--- config.mk ---
export PLATFORM = sky130hd
export DESIGN_NAME = pc_pass_monitor
export DESIGN_NICKNAME = d
export VERILOG_FILES = /design/src/rtl/mon_pkg.sv /design/src/rtl/mon_sig_match.sv /design/src/rtl/pc_pass_monitor.sv
export SDC_FILE = /design/constraint.sdc
export NUM_CORES = 2
export LEC_CHECK = 0
export ABC_AREA = 1
export CAP_MARGIN = 20
export CORE_MARGIN = 5
export CORE_UTILIZATION = 60
export CTS_BUF_LIST = sky130_fd_sc_hd__clkbuf_16
export CTS_CLUSTER_SIZE = 24
export DETAILED_ROUTE_END_ITERATION = 12
export PLACE_DENSITY_LB_ADDON = 0.2
export SKIP_LAST_GASP = 1
export SLEW_MARGIN = 20
export SYNTH_ARGS = -nofsm -noshare
export SYNTH_HDL_FRONTEND = slang
export SYNTH_HIERARCHICAL = 1
export SYNTH_SLANG_ARGS = --single-unit
--- constraint.sdc ---
create_clock -name clk -period 3.6 [get_ports clk]
set_input_delay 0.72 -clock clk [delete_from_list [all_inputs] [get_ports clk]]
set_output_delay 0.72 -clock clk [all_outputs]
set_load 0.03 [all_outputs]
--- src/rtl/mon_pkg.sv ---
// Shared types for the PC pass monitor: FSM state encoding and the signature entry layout.
package mon_pkg;

  localparam int unsigned MON_XLEN  = 32;
  localparam int unsigned MON_CNT_W = 32;

  typedef enum logic [2:0] {
    S_IDLE,
    S_RUN,
    S_PASS,
    S_FAIL,
    S_TIMEOUT
  } mon_state_e;

  typedef struct packed {
    logic                valid;
    logic                any_prev;
    logic [MON_XLEN-1:0] pass_addr;
    logic [MON_XLEN-1:0] last_addr;
  } mon_sig_t;

endpackage

--- src/rtl/mon_sig_match.sv ---
// Combinational match of one (last_addr -> pass_addr) signature against the current PC sample.
module mon_sig_match
  import mon_pkg::*;
#(
  parameter int unsigned XLEN = MON_XLEN
) (
  input  mon_sig_t         i_sig,
  input  logic [XLEN-1:0]  i_pc,
  input  logic [XLEN-1:0]  i_prev_pc,
  input  logic             i_pc_valid,
  output logic             o_match
);

  logic w_pass_hit;
  logic w_prev_ok;

  assign w_pass_hit = (i_pc == i_sig.pass_addr);
  assign w_prev_ok  = i_sig.any_prev || (i_prev_pc == i_sig.last_addr);
  assign o_match    = i_sig.valid && i_pc_valid && w_pass_hit && w_prev_ok;

endmodule

--- src/rtl/pc_pass_monitor.sv ---
// Test-completion monitor: watches the PC stream for programmed pass signatures, with cycle timeout.
// Optional hang detection is enabled by defining PC_STUCK_DETECT_EN.
module pc_pass_monitor
  import mon_pkg::*;
#(
  parameter int unsigned XLEN         = MON_XLEN,
  parameter int unsigned NUM_CH       = 16,
  parameter int unsigned CNT_W        = MON_CNT_W,
  parameter int unsigned STUCK_CYCLES = 8,
  localparam int unsigned IDX_W       = (NUM_CH > 1) ? $clog2(NUM_CH) : 1
) (
  input  logic              clk,
  input  logic              rst_n,
  input  logic              cfg_we_i,
  input  logic [IDX_W-1:0]  cfg_idx_i,
  input  logic              cfg_valid_i,
  input  logic              cfg_any_prev_i,
  input  logic [XLEN-1:0]   cfg_pass_addr_i,
  input  logic [XLEN-1:0]   cfg_last_addr_i,
  input  logic [CNT_W-1:0]  max_cycles_i,
  input  logic              start_i,
  input  logic [XLEN-1:0]   pc_i,
  input  logic              pc_valid_i,
  output logic              done_o,
  output logic              pass_o,
  output logic              fail_o,
  output logic              timeout_o,
  output logic [IDX_W-1:0]  match_idx_o,
  output logic [CNT_W-1:0]  cycles_o
);

  mon_state_e        r_state;
  mon_sig_t          r_sig [NUM_CH];
  logic [XLEN-1:0]   r_prev_pc;
  logic [CNT_W-1:0]  r_cycles;
  logic              r_done;
  logic              r_pass;
  logic              r_fail;
  logic              r_timeout;
  logic [IDX_W-1:0]  r_match_idx;

  logic [NUM_CH-1:0] w_match;
  logic              w_any;
  logic [IDX_W-1:0]  w_idx;
  logic [CNT_W-1:0]  w_cycles_n;
  logic              w_hang;
  logic              w_timeout_hit;

  for (genvar g = 0; g < NUM_CH; g++) begin : g_ch
    mon_sig_match #(.XLEN(XLEN)) u_match (
      .i_sig      (r_sig[g]),
      .i_pc       (pc_i),
      .i_prev_pc  (r_prev_pc),
      .i_pc_valid (pc_valid_i),
      .o_match    (w_match[g])
    );
  end

  // Scan downward so the lowest matching index is the last one written.
  always_comb begin
    w_idx = '0;
    for (int unsigned i = NUM_CH; i > 0; i--) begin
      if (w_match[i-1]) w_idx = IDX_W'(i - 1);
    end
  end

  assign w_any         = |w_match;
  assign w_cycles_n    = (&r_cycles) ? r_cycles : r_cycles + CNT_W'(1);
  assign w_timeout_hit = (max_cycles_i != '0) && (w_cycles_n == max_cycles_i);

`ifdef PC_STUCK_DETECT_EN
  localparam int unsigned STUCK_W = $clog2(STUCK_CYCLES + 1);

  logic [STUCK_W-1:0] r_stuck;
  logic [STUCK_W-1:0] w_stuck_n;

  always_comb begin
    w_stuck_n = r_stuck;
    if (pc_valid_i) begin
      if (pc_i != r_prev_pc)                           w_stuck_n = '0;
      else if (r_stuck != STUCK_W'(STUCK_CYCLES))      w_stuck_n = r_stuck + STUCK_W'(1);
    end
  end

  assign w_hang = (w_stuck_n >= STUCK_W'(STUCK_CYCLES));

  always_ff @(posedge clk or negedge rst_n) begin
    if (!rst_n)                 r_stuck <= '0;
    else if (start_i)           r_stuck <= '0;
    else if (r_state == S_RUN)  r_stuck <= w_stuck_n;
  end
`else
  logic w_unused_stuck;
  assign w_unused_stuck = (STUCK_CYCLES == 0);
  assign w_hang         = 1'b0;
`endif

  always_ff @(posedge clk or negedge rst_n) begin
    if (!rst_n) begin
      for (int unsigned i = 0; i < NUM_CH; i++) r_sig[i] <= '0;
    end else if (cfg_we_i) begin
      r_sig[cfg_idx_i] <= '{valid:     cfg_valid_i,
                            any_prev:  cfg_any_prev_i,
                            pass_addr: cfg_pass_addr_i,
                            last_addr: cfg_last_addr_i};
    end
  end

  always_ff @(posedge clk or negedge rst_n) begin
    if (!rst_n) begin
      r_state     <= S_IDLE;
      r_prev_pc   <= '0;
      r_cycles    <= '0;
      r_done      <= 1'b0;
      r_pass      <= 1'b0;
      r_fail      <= 1'b0;
      r_timeout   <= 1'b0;
      r_match_idx <= '0;
    end else begin
      if (pc_valid_i) r_prev_pc <= pc_i;
      if (start_i) begin
        r_state     <= S_RUN;
        r_prev_pc   <= pc_i;
        r_cycles    <= '0;
        r_done      <= 1'b0;
        r_pass      <= 1'b0;
        r_fail      <= 1'b0;
        r_timeout   <= 1'b0;
        r_match_idx <= '0;
      end else begin
        case (r_state)
          S_RUN: begin
            r_cycles <= w_cycles_n;
            if (w_any) begin
              r_state     <= S_PASS;
              r_done      <= 1'b1;
              r_pass      <= 1'b1;
              r_match_idx <= w_idx;
            end else if (w_hang) begin
              r_state <= S_FAIL;
              r_done  <= 1'b1;
              r_fail  <= 1'b1;
            end else if (w_timeout_hit) begin
              r_state   <= S_TIMEOUT;
              r_done    <= 1'b1;
              r_timeout <= 1'b1;
            end
          end
          default: ;
        endcase
      end
    end
  end

  assign done_o      = r_done;
  assign pass_o      = r_pass;
  assign fail_o      = r_fail;
  assign timeout_o   = r_timeout;
  assign match_idx_o = r_match_idx;
  assign cycles_o    = r_cycles;

endmodule

==> key figures <==
STA
  – Final worst-path cycle share: 0.959
  – Worst setup margin: 147 ps
  – Highest clock rate: 0.290 GHz
  – Final Setup Violations: 0
  – Final Max Slew Viols: 0
  – WHS: 487 ps
  – Slew at the pin closest to its max-slew limit: 1040 ps
  – Crit path time final: 3450 ps
  – Slew headroom: 0.303
  – Clk_skew: 27.8 ps
  – Endpoints failing hold: 0

Placed design
  – Worst slack, placed: -463 ps
  – DP HPWL: 140000 µm
  – Final GP Congestion: 1.00
  – Number of buffers added on ports: 177
  – Placed cell area: 65000 µm²

Worst setup path
  – CP max FO: 17
  – CP Launch Type: flop
  – Critical path type: flop to flop
  – Crit path arrival time: 4090 ps
  – Setup slack, reg-to-reg: 150 ps
  – Critical Path Sink Type: flop
  – CP Cell Sequence: buf_12 -> xnor2_1 -> nand2_1 -> nor2_1 -> nand2_1 -> nor2_1 -> nand2_1 -> nand2_1 -> nand2_1 -> inv_1 -> nor4_1 -> buf_4 -> nand2_1 -> nor3_2 -> o21ai_0 -> inv_1 -> nor2_1 -> inv_1 -> buf_4 -> o31ai_1
  – CP max-delay cell: dfrtp_1
  – Worst Path Buf+Inv: 6
  – CP most frequent cell: nand2_1
  – Worst EP required: 4240 ps
  – Slowest stage delay, CP: 400 ps
  – Cell family with most CP delay: simple AND/OR/NAND/NOR gates

Synthesis
  – FF+latch count, synth: 1130
  – Synth warnings: 6
  – Synth unique cells: 39
  – Synth Instances: 7941
  – Sequential area share after synthesis: 0.481
  – Synth Cell Area: 58800 µm²
  – Syn_nets: 8081
  – Syn Area/Cell: 7.41 µm²

Floorplan
  – I/O pin cnt: 179
  – Std cell rows: 114
  – Placeable Area: 97000 µm²
  – Die Y: 323 µm
  – Starting Density: 0.607
  – Die width: 323 µm
  – Die area: 104000 µm²

GRT
  – Vias in the first global route: 50282
  – Gr ovfl total: 0
  – GRT Total Usage: 0.375
  – Initial antenna violation count: 6
  – First-pass GRT wire length: 299000 µm
  – Largest net degree at the start of global routing: 133

Power and ir drop
  – Power, Total: 38.4 mW
  – PwrDens: 558 nW/µm²
  – Static leakage: 34.3 nW
  – VDD IR max: 496 µV

Job
  – Max-cap viol count: 0

CTS
  – CTS tree: done
  – Sink Count: 1130
  – H-tree levels: 3
  – Clock Tree Buf Depth: 3
  – Clk root buf: clkbuf_16
  – TritonCTS Buffers: 118
  – Later-pin clock latency in the skew report: 740 ps
  – Clock slew at reported path FFs: 60 ps

Route
  – Routed len/inst: 20.4 µm
  – Routed Antenna Nets: 0
  – DRT iter0 DRCs: 6179
  – Drt drc: 0
  – Via Count: 53473
  – First-pass DRT Iterations: 7
  – Post-Route WL: 197000 µm
  – Via density: 5.53

Final layout
  – Layout area overhead: 16.9%
  – Commonest non-fill, non-tap cell in the layout: nand2_1
  – Commonest cells after routing, fill and taps aside: nand2_1 (2443), dfrtp_1 (1117), nor2_1 (1021)
  – Fill cell count: 7937
  – Design area: 68800 µm²
  – Layout Nets: 8427
  – Share of layout cells above drive strength 1: 0.0835

Min path
  – HP Class: flop to flop

Outcome
  – Status: completed
## logic make-up after synthesis
logic type,Yosys count,share of synthesized area
buffers and inverters,1278,0.0822
multiplexers,32,0.00612
other,1,0.0000637
adder cells (fa/ha/maj),1,0.000213
AO/OA/AOI/OAI,1325,0.114
flip-flops,1130,0.481
XOR/XNOR,494,0.0735
AND/OR/NAND/NOR,3680,0.244
## layer usage
| layer | wire length (µm) | global-route usage | part of all wire | up-vias |
|---|---|---|---|---|
| li1 | - | - | - | 25079 |
| met1 | 78300 | 0.510 | 0.40 | 25299 |
| met2 | 88700 | 0.583 | 0.45 | 2539 |
| met3 | 18000 | 0.0679 | 0.091 | 552 |
| met4 | 12300 | 0.194 | 0.062 | 4 |
| met5 | 34 | 0 | 0.00017 | - |
## power by group
part	internal (mW)	switching (mW)	total, mW
Combinational	3.73	5.20	8.94
Clock	6.68	5.32	12.0
Sequential	15.3	2.11	17.4
## area by class of cell
type,count,area (µm²),area share
Antenna cell,1,2.50,0.0000364
Inverter,970,3640,0.0529
Tap cell,1276,1600,0.0232
Timing Repair Buffer,534,5600,0.0814
Multi-Input combinational cell,5533,25900,0.377
Clock inverter,99,791,0.0115
Clock buffer,118,2950,0.0429
Sequential cell,1130,28300,0.411
## state kept, by name (all words and copies together) (netlist names)
register / flops
cycles_o: 32
done_o: 1
match_idx_o: 4
pass_o: 1
r_prev_pc: 32
r_sig: 1056
r_state: 3
timeout_o: 1
## worst paths after layout
check,start,end,cells past startpoint
max in group asynchronous,rst_n,r_sig[693],4
min in group asynchronous,rst_n,r_sig[211],2
min reg2reg,r_sig[243],r_sig[243],2
max,r_prev_pc[2],match_idx_o[2],20
min,r_sig[243],r_sig[243],2
max reg2reg,r_prev_pc[2],match_idx_o[2],20
## worst min-delay path: stages (launching register included)
cell,delay [ps]
dfrtp_1,350
nand2_1,50
o21ai_0,60
## through the flow
step	TNS [ps]	util	std cells
global route	-1.14	0.709	9660
floorplan	0	-	7941
detailed placement	-3690	0.670	9442
finish	0	0.709	9661
CTS	0	0.709	9660
global placement	-2420	0.670	9442
## cell usage after synthesis
cell type,number,share of area
a21oi_1,402,0.034
o21bai_1,2,0.00026
o311ai_0,1,0.00015
nand2_1,2446,0.16
o21ai_1,209,0.018
xnor2_1,419,0.062
buf_2,3,0.00026
ha_1,1,0.00021
nor3_2,16,0.0027
o21ai_0,687,0.058
clkbuf_1,300,0.019
nand3b_1,21,0.0027
nor2_8,1,0.00034
a32o_1,1,0.00017
or2_0,16,0.0017
buf_6,4,0.00077
nor2_1,1030,0.066
nand3_2,2,0.00034
inv_1,914,0.058
o31ai_1,1,0.00013
o22ai_1,6,0.00064
nor3_1,2,0.00017
nand3_1,88,0.0075
and3_1,1,0.00011
nor3b_1,1,0.00013
conb_1,1,0.000064
nand4_1,4,0.00043
nor2_2,19,0.0020
buf_4,1,0.00013
nand2_2,21,0.0022
xor2_1,75,0.011
o211ai_1,16,0.0020
dfrtp_1,1130,0.48
nor2_4,1,0.00019
mux2_2,32,0.0061
clkinv_1,3,0.00019
nand2_4,1,0.00019
inv_2,53,0.0034
nor4_1,10,0.0011
## repair_timing
| action | 4_1_cts | 5_1_grt |
|---|---|---|
| endpoints found under the setup margin | 8 | 9 |
| gates resized for setup | 3 | 14 |
| endpoints found under the hold margin | 12 | 0 |
| hold buffers | 1 | 0 |
| buffers inserted | 0 | 0 |
No activity file was read; power rests on OpenSTA's default activity.
